<file path="src/rtl/vram_row_streamer.sv">
// VRAM row fetcher: pulls one scaled source row over the VRAM read port and
// writes SCREEN_W expanded RGB pixels into the row buffer. Define COLOR_EXPAND_EN for bit-replicating colour expansion.
module vram_row_streamer #(
  parameter int SCREEN_W  = 640,
  parameter int MAX_OUTST = 4
) (
  input  logic        clk_33MHz,
  input  logic        rst_n,
  input  logic        row_req,
  input  logic [8:0]  row_y,
  input  logic [9:0]  x_tl,
  input  logic [9:0]  dis_w,
  output logic        mem_req,
  output logic [18:0] mem_addr,
  input  logic        mem_gnt,
  input  logic        mem_rvalid,
  input  logic [15:0] mem_rdata,
  output logic        vram_we,
  output logic [9:0]  vram_x,
  output logic [23:0] vram_out,
  output logic        busy,
  output logic        row_done,
  output logic        overrun
);
  localparam int CW = $clog2(SCREEN_W + 1);
  localparam int KW = $clog2(MAX_OUTST + 1);
  localparam logic [CW-1:0] N_PIX = CW'(SCREEN_W);
  localparam logic [CW-1:0] LAST  = CW'(SCREEN_W - 1);
  localparam logic [KW-1:0] K_MAX = KW'(MAX_OUTST);
  localparam logic [11:0]   W1    = 12'(SCREEN_W);
  localparam logic [11:0]   W2    = 12'(2 * SCREEN_W);

  typedef enum logic [1:0] {IDLE, ISSUE, DRAIN} state_t;

  state_t        state;
  logic [2:0]    sync;
  logic          start, grant, rv_ok;
  logic [8:0]    row_q;
  logic [9:0]    src_x, dis_w_q, rem, src_nx, rem_nx;
  logic [11:0]   acc;
  logic [CW-1:0] issued, issued_n, returned;
  logic [KW-1:0] credits, credits_n;
  logic          mask_unused;

  assign mask_unused = mem_rdata[15];
  assign start     = sync[1] & ~sync[2];
  assign grant     = mem_req & mem_gnt;
  assign rv_ok     = mem_rvalid & (credits != '0);
  assign credits_n = credits + KW'(grant) - KW'(rv_ok);
  assign issued_n  = issued + CW'(grant);
  assign mem_addr  = {row_q, src_x};

  // Bresenham-style step: rem holds (dis_w*i) mod SCREEN_W; dis_w < 2*SCREEN_W
  // so the quotient advances by at most 2 per output pixel.
  always_comb begin
    acc    = 12'(rem) + 12'(dis_w_q);
    src_nx = src_x;
    rem_nx = acc[9:0];
    if (acc >= W2) begin
      src_nx = src_x + 10'd2;
      rem_nx = 10'(acc - W2);
    end else if (acc >= W1) begin
      src_nx = src_x + 10'd1;
      rem_nx = 10'(acc - W1);
    end
  end

  function automatic logic [7:0] c8(input logic [4:0] c);
`ifdef COLOR_EXPAND_EN
    return {c, c[4:2]};
`else
    return {c, 3'b000};
`endif
  endfunction

  always_ff @(posedge clk_33MHz or negedge rst_n) begin
    if (!rst_n) begin
      state    <= IDLE;
      sync     <= '0;
      row_q    <= '0;
      src_x    <= '0;
      dis_w_q  <= '0;
      rem      <= '0;
      issued   <= '0;
      returned <= '0;
      credits  <= '0;
      mem_req  <= 1'b0;
      vram_we  <= 1'b0;
      vram_x   <= '0;
      vram_out <= '0;
      busy     <= 1'b0;
      row_done <= 1'b0;
      overrun  <= 1'b0;
    end else begin
      sync     <= {sync[1:0], row_req};
      credits  <= credits_n;
      vram_we  <= 1'b0;
      row_done <= 1'b0;
      if (row_done) busy <= 1'b0;
      // busy still covers the row_done cycle, so a start there is an overrun too
      if (start && busy) overrun <= 1'b1;
      if (rv_ok) begin
        vram_we  <= 1'b1;
        vram_x   <= 10'(returned);
        vram_out <= {c8(mem_rdata[14:10]), c8(mem_rdata[9:5]), c8(mem_rdata[4:0])};
        returned <= returned + CW'(1);
        if (returned == LAST) begin
          row_done <= 1'b1;
          state    <= IDLE;
        end
      end
      case (state)
        IDLE: if (start && !busy) begin
          state    <= ISSUE;
          busy     <= 1'b1;
          row_q    <= row_y;
          src_x    <= x_tl;
          dis_w_q  <= dis_w;
          rem      <= '0;
          issued   <= '0;
          returned <= '0;
          mem_req  <= 1'b1;
        end
        ISSUE: begin
          if (grant) begin
            src_x <= src_nx;
            rem   <= rem_nx;
          end
          issued  <= issued_n;
          mem_req <= (credits_n < K_MAX) && (issued_n < N_PIX);
          if (issued_n == N_PIX) state <= DRAIN;
        end
        default: ;
      endcase
    end
  end
endmodule
</file>
<file path="config.mk">
export PLATFORM = sky130hd
export DESIGN_NAME = vram_row_streamer
export DESIGN_NICKNAME = d
export VERILOG_FILES = /design/src/rtl/vram_row_streamer.sv
export SDC_FILE = /design/constraint.sdc
export NUM_CORES = 1
export LEC_CHECK = 0
export CAP_MARGIN = 20
export CORE_MARGIN = 10
export CORE_UTILIZATION = 46
export DETAILED_ROUTE_END_ITERATION = 7
export HOLD_SLACK_MARGIN = 0.12
export PLACE_DENSITY = 0.76
export SETUP_SLACK_MARGIN = 0.05
export SLEW_MARGIN = 20
export SYNTH_ARGS = -nofsm -noshare
export SYNTH_HDL_FRONTEND = slang
export SYNTH_SLANG_ARGS = --single-unit
</file>
<file path="constraint.sdc">
create_clock -name clk_33MHz -period 3.1 [get_ports clk_33MHz]
set_input_delay 0.465 -clock clk_33MHz [delete_from_list [all_inputs] [get_ports clk_33MHz]]
set_output_delay 0.465 -clock clk_33MHz [all_outputs]
set_load 0.005 [all_outputs]
</file>
==> metrics.md <==
| Metric | Value |
|---|---|
| Global-route wire length before repair | `22220 um` |
| Pint | `0.003739 W` |
| Final WS setup | `-0.1890 ns` |
| Post-synth EDFFs | `0` |
| Worst vdd ir | `0.4938 mV` |
| Later-pin clock latency in the skew report | `0.38 ns` |
| Failing checks | `setup timing` |
| Gate power share | `54.8%` |
| First drt pass iteration count | `4` |
| Clock share of power | `14.8%` |
| Synth cell types | `58` |
| Clock slew at reported path FFs | `0.09 ns` |
| Sw Share | `39.39%` |
| Unrepaired setup endpoints after global routing | `true` |
| WP data required | `around 3.4 ns` |
| Arrival time at the worst endpoint | `3.55 ns` |
| Startpoint class of the critical path | `flop` |
| Initial antenna violation count | `0` |
| Starting Density | `a little under half` |
| Ys flop type | `dfrtp_1` |
| Yosys reg bits | `97` |
| Clk_skew | `0.008532 ns` |
| Fmax | `304.0 MHz` |
| Nets | `772` |
| Routed Antenna Nets | `0` |
| Ys Warns | `0` |
| Final HPWL DP | `a little under 10000 um` |
| Placed cells | `817` |
| Fin area | `6744 um^2` |
| Die Ht | `124.6 um` |
| Via count | `4400` |
| Pwr Total | `just over 0.006 W` |
| RePlAce Congestion | `0.9014` |
| 1st-iter DRT viols | `221` |
| Die area | `between 15000 and 20000 um^2` |
| TritonCTS Buffers | `9` |
| Root buf cell | `clkbuf_8` |
| DR WL met3 | `about 1100 um` |
| Power Density | `914.7 nW/um^2` |
| Worst Setup Path Type | `flop to flop` |
| Die W | `between 100 and 150 um` |
| Via density | `5.201` |
| Ant diodes | `0` |
| Hold WC Path Type | `flop to flop` |
| Final WL | `13490 um` |
| Syn avg cell area | `8.796 um^2` |
| Clock Tree Buf Depth | `2` |
| # port buffers | `97` |
| Global Route Usage Sum | `roughly 17%` |
| CP Capture Type | `flop` |
| Mapped cell area | `5031 um^2` |
| # setup viols final | `8` |
| DR DRC count | `0` |
| Util after Layout | `62.49%` |
| Register area share after synthesis | `about half` |
| Endpoints failing hold | `0` |
| Vias in the first global route | `4493` |
| Post-route insts no fill | `846` |
| Sink Count | `97` |
| Layout cells sized above 1 | `12.89%` |
| Leak | `3.043 nW` |
| Max transition margin | `40.14%` |
| Sequential fraction of design power | `a little under a third` |
| Final Max Tran Viols | `0` |
| Ys async rst share | `100.0%` |
| Core ar. | `10790 um^2` |
| Core Rows | `38` |
| Synthesis-to-finish area growth | `34.05%` |
| CTS H-tree lvls | `3` |
| DP Area | `6342 um^2` |
| Worst Tran Pin Value | `0.8979 ns` |
| CTS tree | `built` |
| Worst Path Max Fanout | `3` |
| Largest net degree at the start of global routing | `a little over 60` |
| Wire per inst | `15.94 um` |
| Post-Synthesis Cells | `between 500 and 600` |
| Met2 WL | `6668 um` |
| Tmin final | `about 3.3 ns` |
| Grt ovf | `0` |
| Max-cap violations | `0` |
| Fin crit share | `106.1%` |
| DRT met1 WL | `about 5400 um` |
| Status | `finished, violations left` |
| IO Count | `108` |
| Switching pwr | `approximately 0.0024 W` |
| Fillers | `911` |
| Top Layer Used | `met4` |
flip-flops by register name (all words and copies together), names as in the netlist:
signal,cells
sync,3
rem,10
state,2
credits,3
row_done,1
busy,1
src_x,10
overrun,1
vram_out,15
row_q,9
mem_req,1
returned,10
vram_x,10
issued,10
vram_we,1
dis_w_q,10
cells in the mapped netlist (2+ instances only):
master     instances  area [um^2]
nand2b_1           6        37.54
and3_1             8        50.05
buf_4              9        67.56
o2111ai_1          2        17.52
or3_1              5        31.28
mux2i_1            3        30.03
inv_1             19        71.32
nand4_1            4        25.02
a211oi_1           4        30.03
o31ai_1            8        60.06
nor3_1             8        40.04
nand3_1           18        90.09
xor2_1            12        105.1
dfrtp_1           97         2427
a21oi_1           19        95.09
o211ai_1           5        37.54
o22a_1             3        26.28
clkbuf_1          19        71.32
o21a_1             3        22.52
or4_1              3        22.52
a31oi_1            4        25.02
xnor2_1           10        87.58
nor4_1             3        18.77
ha_1              19        237.7
o21ai_0           31        155.2
nor2_1            47        176.4
fa_1               2        40.04
nand2_1          171        641.9
critical path, stage by stage (launching register included):
cell	delay (ns)
dfrtp_1	0.40
ha_1	0.36
a211oi_4	0.28
o21ai_2	0.11
a21oi_2	0.19
o21ai_2	0.10
xor2_2	0.16
buf_4	0.14
inv_1	0.08
ha_1	0.17
inv_1	0.06
a41o_1	0.25
o21ba_4	0.23
buf_4	0.13
and3_1	0.22
a221o_1	0.30
per-layer routing:
| metal | up-vias | track usage, % |
|---|---|---|
| met1 | 2108 | 19.55 |
| met5 | - | 0 |
| met3 | 21 | 6.128 |
| li1 | 2157 | - |
| met4 | 0 | 4.866 |
| met2 | 114 | 28.97 |
worst paths after layout:
check                                               end  depth (start not counted)  slack, ns              startpoint
worst max-delay path               src_x[9]$_DFFE_PN0P_                         15      -0.19  dis_w_q[1]$_DFFE_PN0P_
worst min-delay path                  sync[1]$_DFF_PN0_                          0       0.36       sync[0]$_DFF_PN0_
worst max register to register     src_x[9]$_DFFE_PN0P_                         15      -0.19  dis_w_q[1]$_DFFE_PN0P_
worst min register to register        sync[1]$_DFF_PN0_                          0       0.36       sync[0]$_DFF_PN0_
max in group asynchronous       vram_out[3]$_DFFE_PN0P_                          3       1.80                   rst_n
min in group asynchronous        dis_w_q[3]$_DFFE_PN0P_                          2       0.60                   rst_n
cell usage in the layout, fill, tap and decap left out, types with 3 or more instances in the layout:
cell type / count
a211oi_4: 3
a21oi_1: 16
a21oi_2: 3
a31oi_1: 4
and3_1: 8
buf_4: 40
clkbuf_8: 9
clkdlybuf4s50_1: 96
conb_1: 9
dfrtp_1: 97
ha_1: 17
inv_1: 18
nand2_1: 171
nand2b_1: 5
nand3_1: 18
nand4_1: 4
nor2_1: 47
nor3_1: 7
o211ai_1: 5
o21a_1: 3
o21ai_0: 28
o21ai_2: 3
o22a_1: 3
o31ai_1: 7
or3_1: 5
or4_1: 3
xnor2_1: 10
xor2_1: 11
cells by family (layout without fill, tap and decap cells):
group                      count (synthesis)  in the layout  synth area share, %
and+or+nand+nor                          281            281                23.75
AOI/OAI and AO/OA                         98             98                13.41
DFF                                       97             97                48.25
buffers and inverters                     48            174                4.253
xor gates and xnor gates                  23             23                4.153
adders and majority gates                 21             21                5.521
muxes                                      3              3               0.5969
other                                      1              9              0.07454
per-stage QoR:
step                      setup WS, ns  hold slack (ns)  setup TNS, ns
after floorplan               -0.05429           0.1694       -0.06730
after global placement         -0.1038           0.3331        -0.2813
after detailed placement       -0.1364           0.3379        -0.5535
after CTS                     -0.05824           0.3582        -0.1410
after global routing           -0.3292           0.3665         -2.784
final                          -0.1890           0.3552        -0.6274
layout make-up:
type,count,area (um^2),area share [%]
multi-input combinational,435,2547,37.77
timing repair buffer,139,1303,19.31
clock inverter,6,92.59,1.373
sequential,97,2427,35.99
inverter,19,71.32,1.058
tap,140,175.2,2.597
clock buffer,10,127.6,1.892
power by group through the flow:
stage	Clock, W	Sequential, W	Combinational, W
2_1_floorplan	0	0.00183	0.00188
3_3_place_gp	0	0.00186	0.00289
3_5_place_dp	0	0.00189	0.00299
4_1_cts	0.000937	0.00186	0.00313
5_1_grt	0.000985	0.00192	0.00374
6_report	0.000914	0.00187	0.00338
timing repair:
action | 4_1_cts | 5_1_grt
setup endpoints to repair | 11 | 12
pin swaps | 7 | 10
setup buffers | 6 | 6
gates resized for setup | 6 | 14
hold buffers | 1 | 0
gates cloned | 0 | 0
hold endpoints to repair | 36 | 0
Note: power is estimated with default switching activity, not from simulation.
